==> src/rtl/led_ctrl_pkg.sv <==
// Shared types and register-map constants for the LED PWM controller.
package led_ctrl_pkg;

  typedef enum logic [1:0] {
    LED_OFF   = 2'd0,
    LED_ON    = 2'd1,
    LED_BLINK = 2'd2,
    LED_PWM   = 2'd3
  } mode_t;

  typedef enum logic {
    BUS_IDLE = 1'b0,
    BUS_ACK  = 1'b1
  } bus_state_t;

  localparam int CTRL_OFF  = 'h00;
  localparam int PRESC_OFF = 'h04;
  localparam int CH_BASE   = 'h10;
  localparam int CH_STRIDE = 8;
  localparam int MODE_OFF  = 0;
  localparam int DUTY_OFF  = 4;

  function automatic int ch_reg_addr(input int ch, input int reg_off);
    return CH_BASE + CH_STRIDE * ch + reg_off;
  endfunction

endpackage

==> src/rtl/led_pwm_ctrl_if.sv <==
// CPU data-bus port of the LED controller.
// Handshake: the master raises mem_valid and holds it, with mem_we/mem_addr/mem_wdata
// stable, until it sees mem_ready; mem_ready is a single-cycle pulse and mem_rdata is valid with it.
interface led_pwm_ctrl_if #(
  parameter int ADDR_W = 8
);
  import led_ctrl_pkg::*;

  logic              mem_valid;
  logic              mem_we;
  logic [ADDR_W-1:0] mem_addr;
  logic [31:0]       mem_wdata;
  logic [31:0]       mem_rdata;
  logic              mem_ready;
  bus_state_t        dbg_state;

  modport master (
    output mem_valid, mem_we, mem_addr, mem_wdata,
    input  mem_rdata, mem_ready, dbg_state
  );

  modport slave (
    input  mem_valid, mem_we, mem_addr, mem_wdata,
    output mem_rdata, mem_ready, dbg_state
  );

endinterface

==> src/rtl/led_channel.sv <==
// One LED channel: blink half-period counter plus mode-dependent on/off decision.
module led_channel
  import led_ctrl_pkg::*;
#(
  parameter int PWM_W = 8
) (
  input  logic             clk,
  input  logic             reset,
  input  mode_t            mode,
  input  logic [PWM_W-1:0] duty,
  input  logic             tick,
  input  logic [PWM_W-1:0] pwm_cnt,
  input  logic             clear,
  input  logic             en,
  output logic             on
);

  logic [PWM_W-1:0] cnt_q, cnt_d;
  logic             blink_q, blink_d;

  always_comb begin
    cnt_d   = cnt_q;
    blink_d = blink_q;
    // A register write wins over a tick landing in the same cycle.
    if (!en || clear) begin
      cnt_d   = '0;
      blink_d = 1'b0;
    end else if (tick) begin
      if (cnt_q == duty) begin
        cnt_d   = '0;
        blink_d = ~blink_q;
      end else begin
        cnt_d = cnt_q + 1'b1;
      end
    end
  end

  always_comb begin
    on = 1'b0;
    case (mode)
      LED_OFF:   on = 1'b0;
      LED_ON:    on = 1'b1;
      LED_BLINK: on = blink_q;
      LED_PWM:   on = (pwm_cnt < duty);
      default:   on = 1'b0;
    endcase
  end

  always_ff @(posedge clk) begin
    if (!reset) begin
      cnt_q   <= '0;
      blink_q <= 1'b0;
    end else begin
      cnt_q   <= cnt_d;
      blink_q <= blink_d;
    end
  end

endmodule

==> src/rtl/led_pwm_ctrl.sv <==
// Memory-mapped LED controller: bus FSM, register file, shared prescaler and PWM
// counter, and one led_channel per active-low LED output.
module led_pwm_ctrl
  import led_ctrl_pkg::*;
#(
  parameter int NUM_LEDS = 2,
  parameter int PWM_W    = 8,
  parameter int PRESC_W  = 16,
  parameter int ADDR_W   = 8
) (
  input  logic                clk,
  input  logic                reset,
  led_pwm_ctrl_if.slave       bus,
  output logic [NUM_LEDS-1:0] led_n
);

  bus_state_t state_q, state_d;
  logic [31:0] rdata_q, rdata_d;
  logic [31:0] rd_word;
  logic        wr_en, rd_en;
  logic [ADDR_W-1:0] byte_a;

  logic               en_q, en_d;
  logic [PRESC_W-1:0] presc_q, presc_d;
  logic [PRESC_W-1:0] presc_cnt_q, presc_cnt_d;
  logic [PWM_W-1:0]   pwm_cnt_q, pwm_cnt_d;
  logic               presc_wr, tick;
  mode_t              mode_q [NUM_LEDS];
  mode_t              mode_d [NUM_LEDS];
  logic [PWM_W-1:0]   duty_q [NUM_LEDS];
  logic [PWM_W-1:0]   duty_d [NUM_LEDS];
  logic [NUM_LEDS-1:0] ch_clear, ch_on;
  logic [NUM_LEDS-1:0] led_n_q, led_n_d;
  logic                unused_bits;

  assign byte_a      = {bus.mem_addr[ADDR_W-1:2], 2'b00};
  assign wr_en       = (state_q == BUS_IDLE) && bus.mem_valid && bus.mem_we;
  assign rd_en       = (state_q == BUS_IDLE) && bus.mem_valid && !bus.mem_we;
  assign unused_bits = ^{bus.mem_addr[1:0], bus.mem_wdata};

  // A request arriving during the ACK cycle is only sampled once back in IDLE.
  always_comb begin
    state_d = state_q;
    rdata_d = rdata_q;
    case (state_q)
      BUS_IDLE: begin
        if (bus.mem_valid) begin
          state_d = BUS_ACK;
          if (rd_en) rdata_d = rd_word;
        end
      end
      BUS_ACK: state_d = BUS_IDLE;
      default: state_d = BUS_IDLE;
    endcase
  end

  always_comb begin
    rd_word = '0;
    if (byte_a == ADDR_W'(CTRL_OFF))  rd_word[0] = en_q;
    if (byte_a == ADDR_W'(PRESC_OFF)) rd_word[PRESC_W-1:0] = presc_q;
    for (int i = 0; i < NUM_LEDS; i++) begin
      if (byte_a == ADDR_W'(ch_reg_addr(i, MODE_OFF))) rd_word[1:0] = mode_q[i];
      if (byte_a == ADDR_W'(ch_reg_addr(i, DUTY_OFF))) rd_word[PWM_W-1:0] = duty_q[i];
    end
  end

  always_comb begin
    en_d     = en_q;
    presc_d  = presc_q;
    presc_wr = 1'b0;
    ch_clear = '0;
    for (int i = 0; i < NUM_LEDS; i++) begin
      mode_d[i] = mode_q[i];
      duty_d[i] = duty_q[i];
    end
    if (wr_en) begin
      if (byte_a == ADDR_W'(CTRL_OFF)) en_d = bus.mem_wdata[0];
      if (byte_a == ADDR_W'(PRESC_OFF)) begin
        presc_d  = bus.mem_wdata[PRESC_W-1:0];
        presc_wr = 1'b1;
      end
      for (int i = 0; i < NUM_LEDS; i++) begin
        if (byte_a == ADDR_W'(ch_reg_addr(i, MODE_OFF))) begin
          mode_d[i]   = mode_t'(bus.mem_wdata[1:0]);
          ch_clear[i] = 1'b1;
        end
        if (byte_a == ADDR_W'(ch_reg_addr(i, DUTY_OFF))) begin
          duty_d[i]   = bus.mem_wdata[PWM_W-1:0];
          ch_clear[i] = 1'b1;
        end
      end
    end
  end

  assign tick = en_q && (presc_cnt_q == presc_q);

  always_comb begin
    presc_cnt_d = presc_cnt_q + 1'b1;
    pwm_cnt_d   = pwm_cnt_q;
    if (!en_q || presc_wr || tick) presc_cnt_d = '0;
    if (!en_q)     pwm_cnt_d = '0;
    else if (tick) pwm_cnt_d = pwm_cnt_q + 1'b1;
    led_n_d = en_q ? ~ch_on : '1;
  end

  for (genvar g = 0; g < NUM_LEDS; g++) begin : g_ch
    led_channel #(.PWM_W(PWM_W)) u_ch (
      .clk     (clk),
      .reset   (reset),
      .mode    (mode_q[g]),
      .duty    (duty_q[g]),
      .tick    (tick),
      .pwm_cnt (pwm_cnt_q),
      .clear   (ch_clear[g]),
      .en      (en_q),
      .on      (ch_on[g])
    );
  end

  always_ff @(posedge clk) begin
    if (!reset) begin
      state_q     <= BUS_IDLE;
      rdata_q     <= '0;
      en_q        <= 1'b0;
      presc_q     <= '0;
      presc_cnt_q <= '0;
      pwm_cnt_q   <= '0;
      led_n_q     <= '1;
      for (int i = 0; i < NUM_LEDS; i++) begin
        mode_q[i] <= LED_OFF;
        duty_q[i] <= '0;
      end
    end else begin
      state_q     <= state_d;
      rdata_q     <= rdata_d;
      en_q        <= en_d;
      presc_q     <= presc_d;
      presc_cnt_q <= presc_cnt_d;
      pwm_cnt_q   <= pwm_cnt_d;
      led_n_q     <= led_n_d;
      for (int i = 0; i < NUM_LEDS; i++) begin
        mode_q[i] <= mode_d[i];
        duty_q[i] <= duty_d[i];
      end
    end
  end

  assign bus.mem_ready = (state_q == BUS_ACK);
  assign bus.mem_rdata = rdata_q;
  assign bus.dbg_state = state_q;
  assign led_n         = led_n_q;

endmodule

==> src/flat_wrapper.sv <==
// flat-port wrapper written by rule: the top's interface ports become plain ports
module led_pwm_ctrl_flat import led_ctrl_pkg::*;
#(
  parameter int NUM_LEDS = 2,
  parameter int PWM_W    = 8,
  parameter int PRESC_W  = 16,
  parameter int ADDR_W   = 8
)
  (clk, reset, led_n, bus_mem_valid, bus_mem_we, bus_mem_addr, bus_mem_wdata, bus_mem_rdata, bus_mem_ready, bus_dbg_state);
  led_pwm_ctrl_if #(.ADDR_W(ADDR_W)) bus_i ();
  input  logic clk;
  input  logic reset;
  output logic [NUM_LEDS-1:0] led_n;
  input wire logic [$bits(bus_i.mem_valid)-1:0] bus_mem_valid;
  input wire logic [$bits(bus_i.mem_we)-1:0] bus_mem_we;
  input wire logic [$bits(bus_i.mem_addr)-1:0] bus_mem_addr;
  input wire logic [$bits(bus_i.mem_wdata)-1:0] bus_mem_wdata;
  output wire logic [$bits(bus_i.mem_rdata)-1:0] bus_mem_rdata;
  output wire logic [$bits(bus_i.mem_ready)-1:0] bus_mem_ready;
  output wire logic [$bits(bus_i.dbg_state)-1:0] bus_dbg_state;
  assign bus_i.mem_valid = bus_mem_valid;
  assign bus_i.mem_we = bus_mem_we;
  assign bus_i.mem_addr = bus_mem_addr;
  assign bus_i.mem_wdata = bus_mem_wdata;
  assign bus_mem_rdata = bus_i.mem_rdata;
  assign bus_mem_ready = bus_i.mem_ready;
  assign bus_dbg_state = bus_i.dbg_state;
  led_pwm_ctrl #(.NUM_LEDS(NUM_LEDS), .PWM_W(PWM_W), .PRESC_W(PRESC_W), .ADDR_W(ADDR_W)) u_core (.clk(clk), .reset(reset), .bus(bus_i), .led_n(led_n));
endmodule
==> config.mk <==
export PLATFORM = sky130hd
export DESIGN_NAME = led_pwm_ctrl_flat
export DESIGN_NICKNAME = d
export VERILOG_FILES = /design/src/rtl/led_ctrl_pkg.sv /design/src/rtl/led_pwm_ctrl_if.sv /design/src/rtl/led_channel.sv /design/src/rtl/led_pwm_ctrl.sv /design/src/flat_wrapper.sv
export SDC_FILE = /design/constraint.sdc
export NUM_CORES = 1
export LEC_CHECK = 0
export CAP_MARGIN = 20
export CORE_UTILIZATION = 59
export DETAILED_ROUTE_END_ITERATION = 8
export MAX_ROUTING_LAYER = met4
export PLACE_DENSITY = 0.92
export SLEW_MARGIN = 40
export SYNTH_ARGS = -nofsm -noshare
export SYNTH_HDL_FRONTEND = slang
export SYNTH_SLANG_ARGS = --single-unit
==> constraint.sdc <==
create_clock -name clk -period 3.69 [get_ports clk]
set_clock_uncertainty 0.15 [all_clocks]
set_input_delay 1.107 -clock clk [delete_from_list [all_inputs] [get_ports clk]]
set_output_delay 1.107 -clock clk [all_outputs]
set_load 0.02 [all_outputs]
Word-level counts from Yosys, hierarchy flattened
Memories as Yosys holds them, arrays and structs flattened. Index checks and enable logic that the tools add are counted.

Register bits: 78. Output and inout port bits: 36. Memory bits (writable): 20. Input bits: 44. Memories kept: 2.

Bitwise logic cells: 9. Mux-type cells: 31. Reduce and logical (&&, ||, !) cells: 22. Order comparisons: 2. $add $sub $neg: 4. Eq/ne operators: 14.

Memory list: u_core.duty_q (depth 2, width 8, read ports 2, clocked after Yosys merged registers in 0, write ports 2, RTL line led_pwm_ctrl.sv:30) `logic [PWM_W-1:0] duty_q [NUM_LEDS];`; u_core.mode_q (depth 2, width 2, read ports 2, clocked after Yosys merged registers in 0, write ports 2, RTL line led_pwm_ctrl.sv:28) `mode_t mode_q [NUM_LEDS];`.

Operators by type and width (number): $mux W8 (8); $mux W16 (2); $add A8 B1 Y8 const B (3); $eq A6 B3 Y1 const B (4); $add A16 B1 Y16 const B (1); $eq A16 B16 Y1 (1); $eq A8 B8 Y1 (2); $lt A8 B8 Y1 (2); $mux W2 (7); $mux W1 (10); $reduce_and A2 Y1 (5); $eq A2 B2 Y1 const B (4); $logic_not A8 Y1 (1); $pmux W1 S4 (2); $eq A6 B1 Y1 const B (1); $reduce_or A2 Y1 (3); $eq A2 B1 Y1 const B (2); $logic_and A1 B1 Y1 (4); $logic_not A2 Y1 (2); $logic_or A1 B1 Y1 (4); $mux W4 (1); $not A1 Y1 (4); $or A1 B1 Y1 (4); $reduce_and A3 Y1 (1); 3 further kinds (4).

Depth between registers and ports, before layout
Depth in word-level cells: 7. Mapped depth: 8. Gate-level depth less buffers: 7.

By module
A second synthesis with hierarchy kept.

Cells, all modules: 546. Area, all modules: 5013.6 µm².

Modules (own cells, without submodules): led_pwm_ctrl (seq. area each 1601.5 µm², area each 3684.8 µm², times used 1, cells an instance 392); led_channel (seq. area each 180.2 µm², area each 664.4 µm², times used 2, cells an instance 77).

Worst setup path before layout
No wires, ideal clock.

Path type: input to register. Start: input bus_mem_addr[5]. End: register u_core.presc_cnt_q[10]. Cell stages on the path: 6. Data arrival time: 2.459 ns. Buffers on the path: 1. Required time: 3.423 ns. Setup slack: 0.963 ns. Cell sequence: or3_1 > nor3_1 > nand2_1 > nand3_1 > buf_2 > nor2_1.

Longest elaborated chain between the ends: 6.

RTL lines: start, declared (RTL line flat_wrapper.sv:16) `input wire logic [$bits(bus_i.mem_addr)-1:0] bus_mem_addr;`; $eq A6 B1 Y1 (RTL line led_pwm_ctrl.sv:78) `if (byte_a == ADDR_W'(PRESC_OFF)) begin`; $mux W1 (RTL line led_pwm_ctrl.sv:78); $mux W1 (RTL line led_pwm_ctrl.sv:76) `if (wr_en) begin`; $logic_or A1 B1 Y1 (2 in series) (RTL line led_pwm_ctrl.sv:100) `if (!en_q || presc_wr || tick) presc_cnt_d = '0;`; $reduce_or A2 Y1 (no line); end signal, assigned (RTL line led_pwm_ctrl.sv:138) `presc_cnt_q <= presc_cnt_d;`; end, declared (RTL line led_pwm_ctrl.sv:25) `logic [PRESC_W-1:0] presc_cnt_q, presc_cnt_d;`.

Every way passes these cells. A chain may end at the register's enable or synchronous reset.

Final worst setup path
Start: input reset. End: register u_core.presc_cnt_q[1].

Longest elaborated chain between the ends: 2.

RTL lines: start, declared (RTL line flat_wrapper.sv:12) `input logic reset;`; $not A1 Y1 (no line); $reduce_or A2 Y1 (no line).

Every way passes these cells.

==> results <==
- The TritonCTS clock tree is built.
- In this run the worst path has a maximum fanout of 55.
- The number of enable flip-flop cells after synthesis is 0.
- The region available for standard cell placement spans 8380 µm².
- The ratio of final minimum period to clock period is 83.4%.
- A synthesized cell averages 8.52 µm².
- The most used flip-flop cell after synthesis is sky130_fd_sc_hd__dfxtp_1.
- The combinational cell fraction of total power is 7.0%.
- The library cell occupying the most area in the post-synthesis netlist is sky130_fd_sc_hd__dfxtp_1.
- In this run, CTS created clock tree buffers numbering 9.
- The switching part of the total is 26.2%.
- The cell sitting at the root of the clock tree is a sky130_fd_sc_hd__clkbuf_8.
- The relative contribution of the clock network to total power is 35.9%.
- The die footprint is 9180 µm².
- The flow ran to the end, and the final reports show no timing, DRC or antenna violations.
- The total placed cells including tap cells is 737.
- In the final design database the tool counted 705 nets.
- The area added between synthesis and finish is 12.4%.
- In this run the count of I/O pins placed on the die edge is 80.
- The endpoint type of the worst setup path is a flip-flop.
- The H-tree was split into 3 levels.
- In this run the cell area of the synthesized design comes to 5190 µm².
- Entering global routing, the biggest net connects 56 pins.
- The residual antenna-violating net count after detailed routing is 0.
- The first detailed-routing pass ran for 5 iterations.
- The initial antenna violation count is 0.
- The number of I/O port buffers is 45.
- In this run the biggest area consumer among cell types represents 37.8% of the synthesized area.
- The layout has 657 filler cells.
- After clock tree synthesis, the clock-pin slew on the worst setup and hold paths is 0.11 ns.
- For the worst setup path, the data arrival time is 3.23 ns.
- In this run the power spent charging and discharging nets is 0.491 mW.
- Synthesis inferred 98 register bits.
- Setup repair after global routing left no endpoint under its margin.
- The via density per instance is 6.12.
- After clock tree synthesis, the repair step resized 0 gates.
- The aggregate routed wire length is 12.7 mm.
- The share of the core filled with cells in the final layout is 69.7%.
- The largest buffer count on any clock path is 2.
- The multi-input logic area is 2940 µm².
- Leaving out fill and tap cells, the most frequent cell in the layout is sky130_fd_sc_hd__dfxtp_1.
- At the pin with the least slew margin, the transition time is 0.821 ns.
- The number of hold violations in the final report is 0.
- In the final layout, the share of cells above drive strength 1 is 6.65%.
- In the layout the commonest cells are sky130_fd_sc_hd__dfxtp_1 (98), sky130_fd_sc_hd__nand2_1 (77), sky130_fd_sc_hd__nand3_1 (65).
- Dividing total power by cell area gives a power density of 320 nW/µm².
- The initial standard-cell utilization of the core is 62.0%.
- The shortest period the worst path allows is 3.08 ns.
- Yosys attributes the largest share of cell area to sky130_fd_sc_hd__dfxtp_1 (38%), sky130_fd_sc_hd__xor2_1 (6.9%), sky130_fd_sc_hd__nand3_1 (6.3%).
- The part of the total power dissipated in sequential elements is 57.1%.
- For this run, the number of standard cells in the final layout without fillers is 752.
- The height of the die is 95.8 µm.
- The number of buffers added to fix hold violations after cts is 0.
- After floorplanning, the core was divided into 33 placement rows.
- In the routed design, unresolved DRC markers number 0.
- The async set-or-reset flop fraction in the synthesized netlist is 0%.
- The total negative slack for setup checks is 0 ns.
- The post-CTS setup repair buffer count is 0.
- The netlist uses 52 different library cells.
- In this run the tightest slew margin relative to its limit is 45.1%.
- The number of sinks driven by the clock tree is 98.
- The routed length per placed instance is 16.9 µm.
- The required time at the endpoint of the critical path is 3.84 ns.
- The first global-routing pass estimated 21.5 mm of wire.
- The count of synthesis-stage warnings from yosys is 0.
- Sequential elements use 37.8% of the synthesized area.
- The max-slew violation count is 0.
- The horizontal extent of the die is 95.8 µm.
- The via count of the first global-routing pass is 4618.
- The leakage power figure is 2.25 nW.
- The startpoint kind of the worst setup timing path is an input port.
- Summing all flip-flop and latch instances after layout gives 1960 µm².
- The overall track demand over capacity in global routing is 31.3%.
- The critical path is of the input port to flip-flop type.
- The internal power of the cells totals 1.38 mW.
- The highest clock rate is 0.325 GHz.
- At the end of routability-driven placement, the weighted congestion stood at 0.892.
- The total number of vias is 4604.
- The clock latency at the later pin of the worst-skew pair is 0.39 ns.
- The instance count of the mapped netlist is 610.
- In this run, the number of DRC markers left after iteration 0 of detailed routing was 416.
- Once detailed placement completed, the half-perimeter wirelength came to 8.98 mm.
- The antenna diode instance count is 0.
- The reported max-cap violation count is 0.
- Across the VDD grid, the largest voltage drop is 235 µV.
- Summed over all layers, the global routing overflow is 0.
- The class of the worst hold path is flip-flop to flip-flop.
- Setup violations remaining at the end of the flow were counted as 0.
==> cells in the mapped netlist (6+ instances only) <==
cell and n:
sky130_fd_sc_hd__o211ai_1 9, sky130_fd_sc_hd__xnor2_1 6, sky130_fd_sc_hd__inv_1 24, sky130_fd_sc_hd__nand3_1 65
sky130_fd_sc_hd__nor4_1 8, sky130_fd_sc_hd__nor2_1 39, sky130_fd_sc_hd__buf_4 17, sky130_fd_sc_hd__dfxtp_1 98
sky130_fd_sc_hd__a22oi_1 8, sky130_fd_sc_hd__or4_1 7, sky130_fd_sc_hd__o21ai_0 9, sky130_fd_sc_hd__mux2i_1 10
sky130_fd_sc_hd__a22o_1 16, sky130_fd_sc_hd__ha_1 18, sky130_fd_sc_hd__a21boi_0 41, sky130_fd_sc_hd__xor2_1 41
sky130_fd_sc_hd__nand4_1 7, sky130_fd_sc_hd__clkbuf_1 25, sky130_fd_sc_hd__nand2_1 77, sky130_fd_sc_hd__o211a_1 7
==> kinds of logic (layout without fill, tap and decap cells) <==
family	Yosys count	count (layout)	share of synthesized area [%]
other cells	1	16	0.0722
mux	12	12	2.58
flops	98	98	37.8
buf+inv	73	95	6.91
fa+ha+maj	18	18	4.34
xor+xnor	47	47	7.92
compound gates	117	117	17.1
simple gates	244	244	23.4
==> flip-flops by register name, summed over array words and instances (netlist names), 2 cells and up <==
register                  flops
u_core.presc_cnt_q           16
u_core.pwm_cnt_q              8
u_core.bus.mem_rdata         16
u_core.led_n                  2
u_core.presc_q               16
u_core.mode_q                 4
u_core.g_ch.u_ch.cnt_q       16
u_core.g_ch.u_ch.blink_q      2
u_core.duty_q                16
==> metrics by stage <==
| step | total power, mW | area [µm²] | setup WS, ns | hold WS (ns) |
|---|---|---|---|---|
| floorplan | 1.17 | 5250 | 0.963 | 0.297 |
| global placement | 1.22 | 5660 | 0.353 | 0.303 |
| detailed placement | 1.22 | 5660 | 0.239 | 0.315 |
| CTS | 1.88 | 5840 | 0.643 | 0.333 |
| global route | 1.93 | 5840 | 0.459 | 0.354 |
| finish | 1.87 | 5840 | 0.612 | 0.337 |
==> worst max-delay path, stage by stage <==
cell and delay (ns):
sky130_fd_sc_hd__clkdlybuf4s50_1 0.47, sky130_fd_sc_hd__buf_4 0.39, sky130_fd_sc_hd__and2_1 0.44, sky130_fd_sc_hd__nand3_1 0.56, sky130_fd_sc_hd__nor2_1 0.25
==> power groups by stage <==
stage / clock [mW] / combinational [mW] / sequential [mW]
3_3_place_gp: 0 / 0.127 / 1.09
5_1_grt: 0.726 / 0.139 / 1.07
2_1_floorplan: 0 / 0.0759 / 1.10
6_report: 0.670 / 0.131 / 1.07
3_5_place_dp: 0 / 0.128 / 1.09
4_1_cts: 0.679 / 0.129 / 1.07
==> worst paths after layout <==
kind / from / to / slack, ns / cells past startpoint
hold / removal: u_core.bus.mem_rdata[13]$_SDFFE_PN0P_ / u_core.bus.mem_rdata[13]$_SDFFE_PN0P_ / 0.34 / 2
setup reg to reg: u_core.presc_q[13]$_SDFFE_PN0P_ / u_core.presc_cnt_q[2]$_SDFF_PP0_ / 0.85 / 5
setup / recovery: reset / u_core.presc_cnt_q[1]$_SDFF_PP0_ / 0.61 / 5
hold reg to reg: u_core.bus.mem_rdata[13]$_SDFFE_PN0P_ / u_core.bus.mem_rdata[13]$_SDFFE_PN0P_ / 0.34 / 2
==> area by class of cell <==
type / instances / area share (%)
Clock buffer: 9 / 2.12
Clock inverter: 6 / 0.986
Inverter: 24 / 1.54
Multi-Input combinational cell: 454 / 50.4
Sequential cell: 98 / 33.6
Tap cell: 105 / 2.25
Timing Repair Buffer: 56 / 9.13
==> layer usage <==
| metal | track usage, % | vias up | routed length, µm | share of wire [%] |
|---|---|---|---|---|
| met1 | 34.5 | 2208 | 5170 | 41 |
| met3 | 7.82 | 42 | 857 | 6.7 |
| li1 | - | 2172 | - | - |
| met5 | - | - | 0 | 0 |
| met2 | 53.1 | 182 | 6300 | 49 |
| met4 | 14.6 | 0 | 411 | 3.2 |
Note: power is estimated with default switching activity, not from simulation.
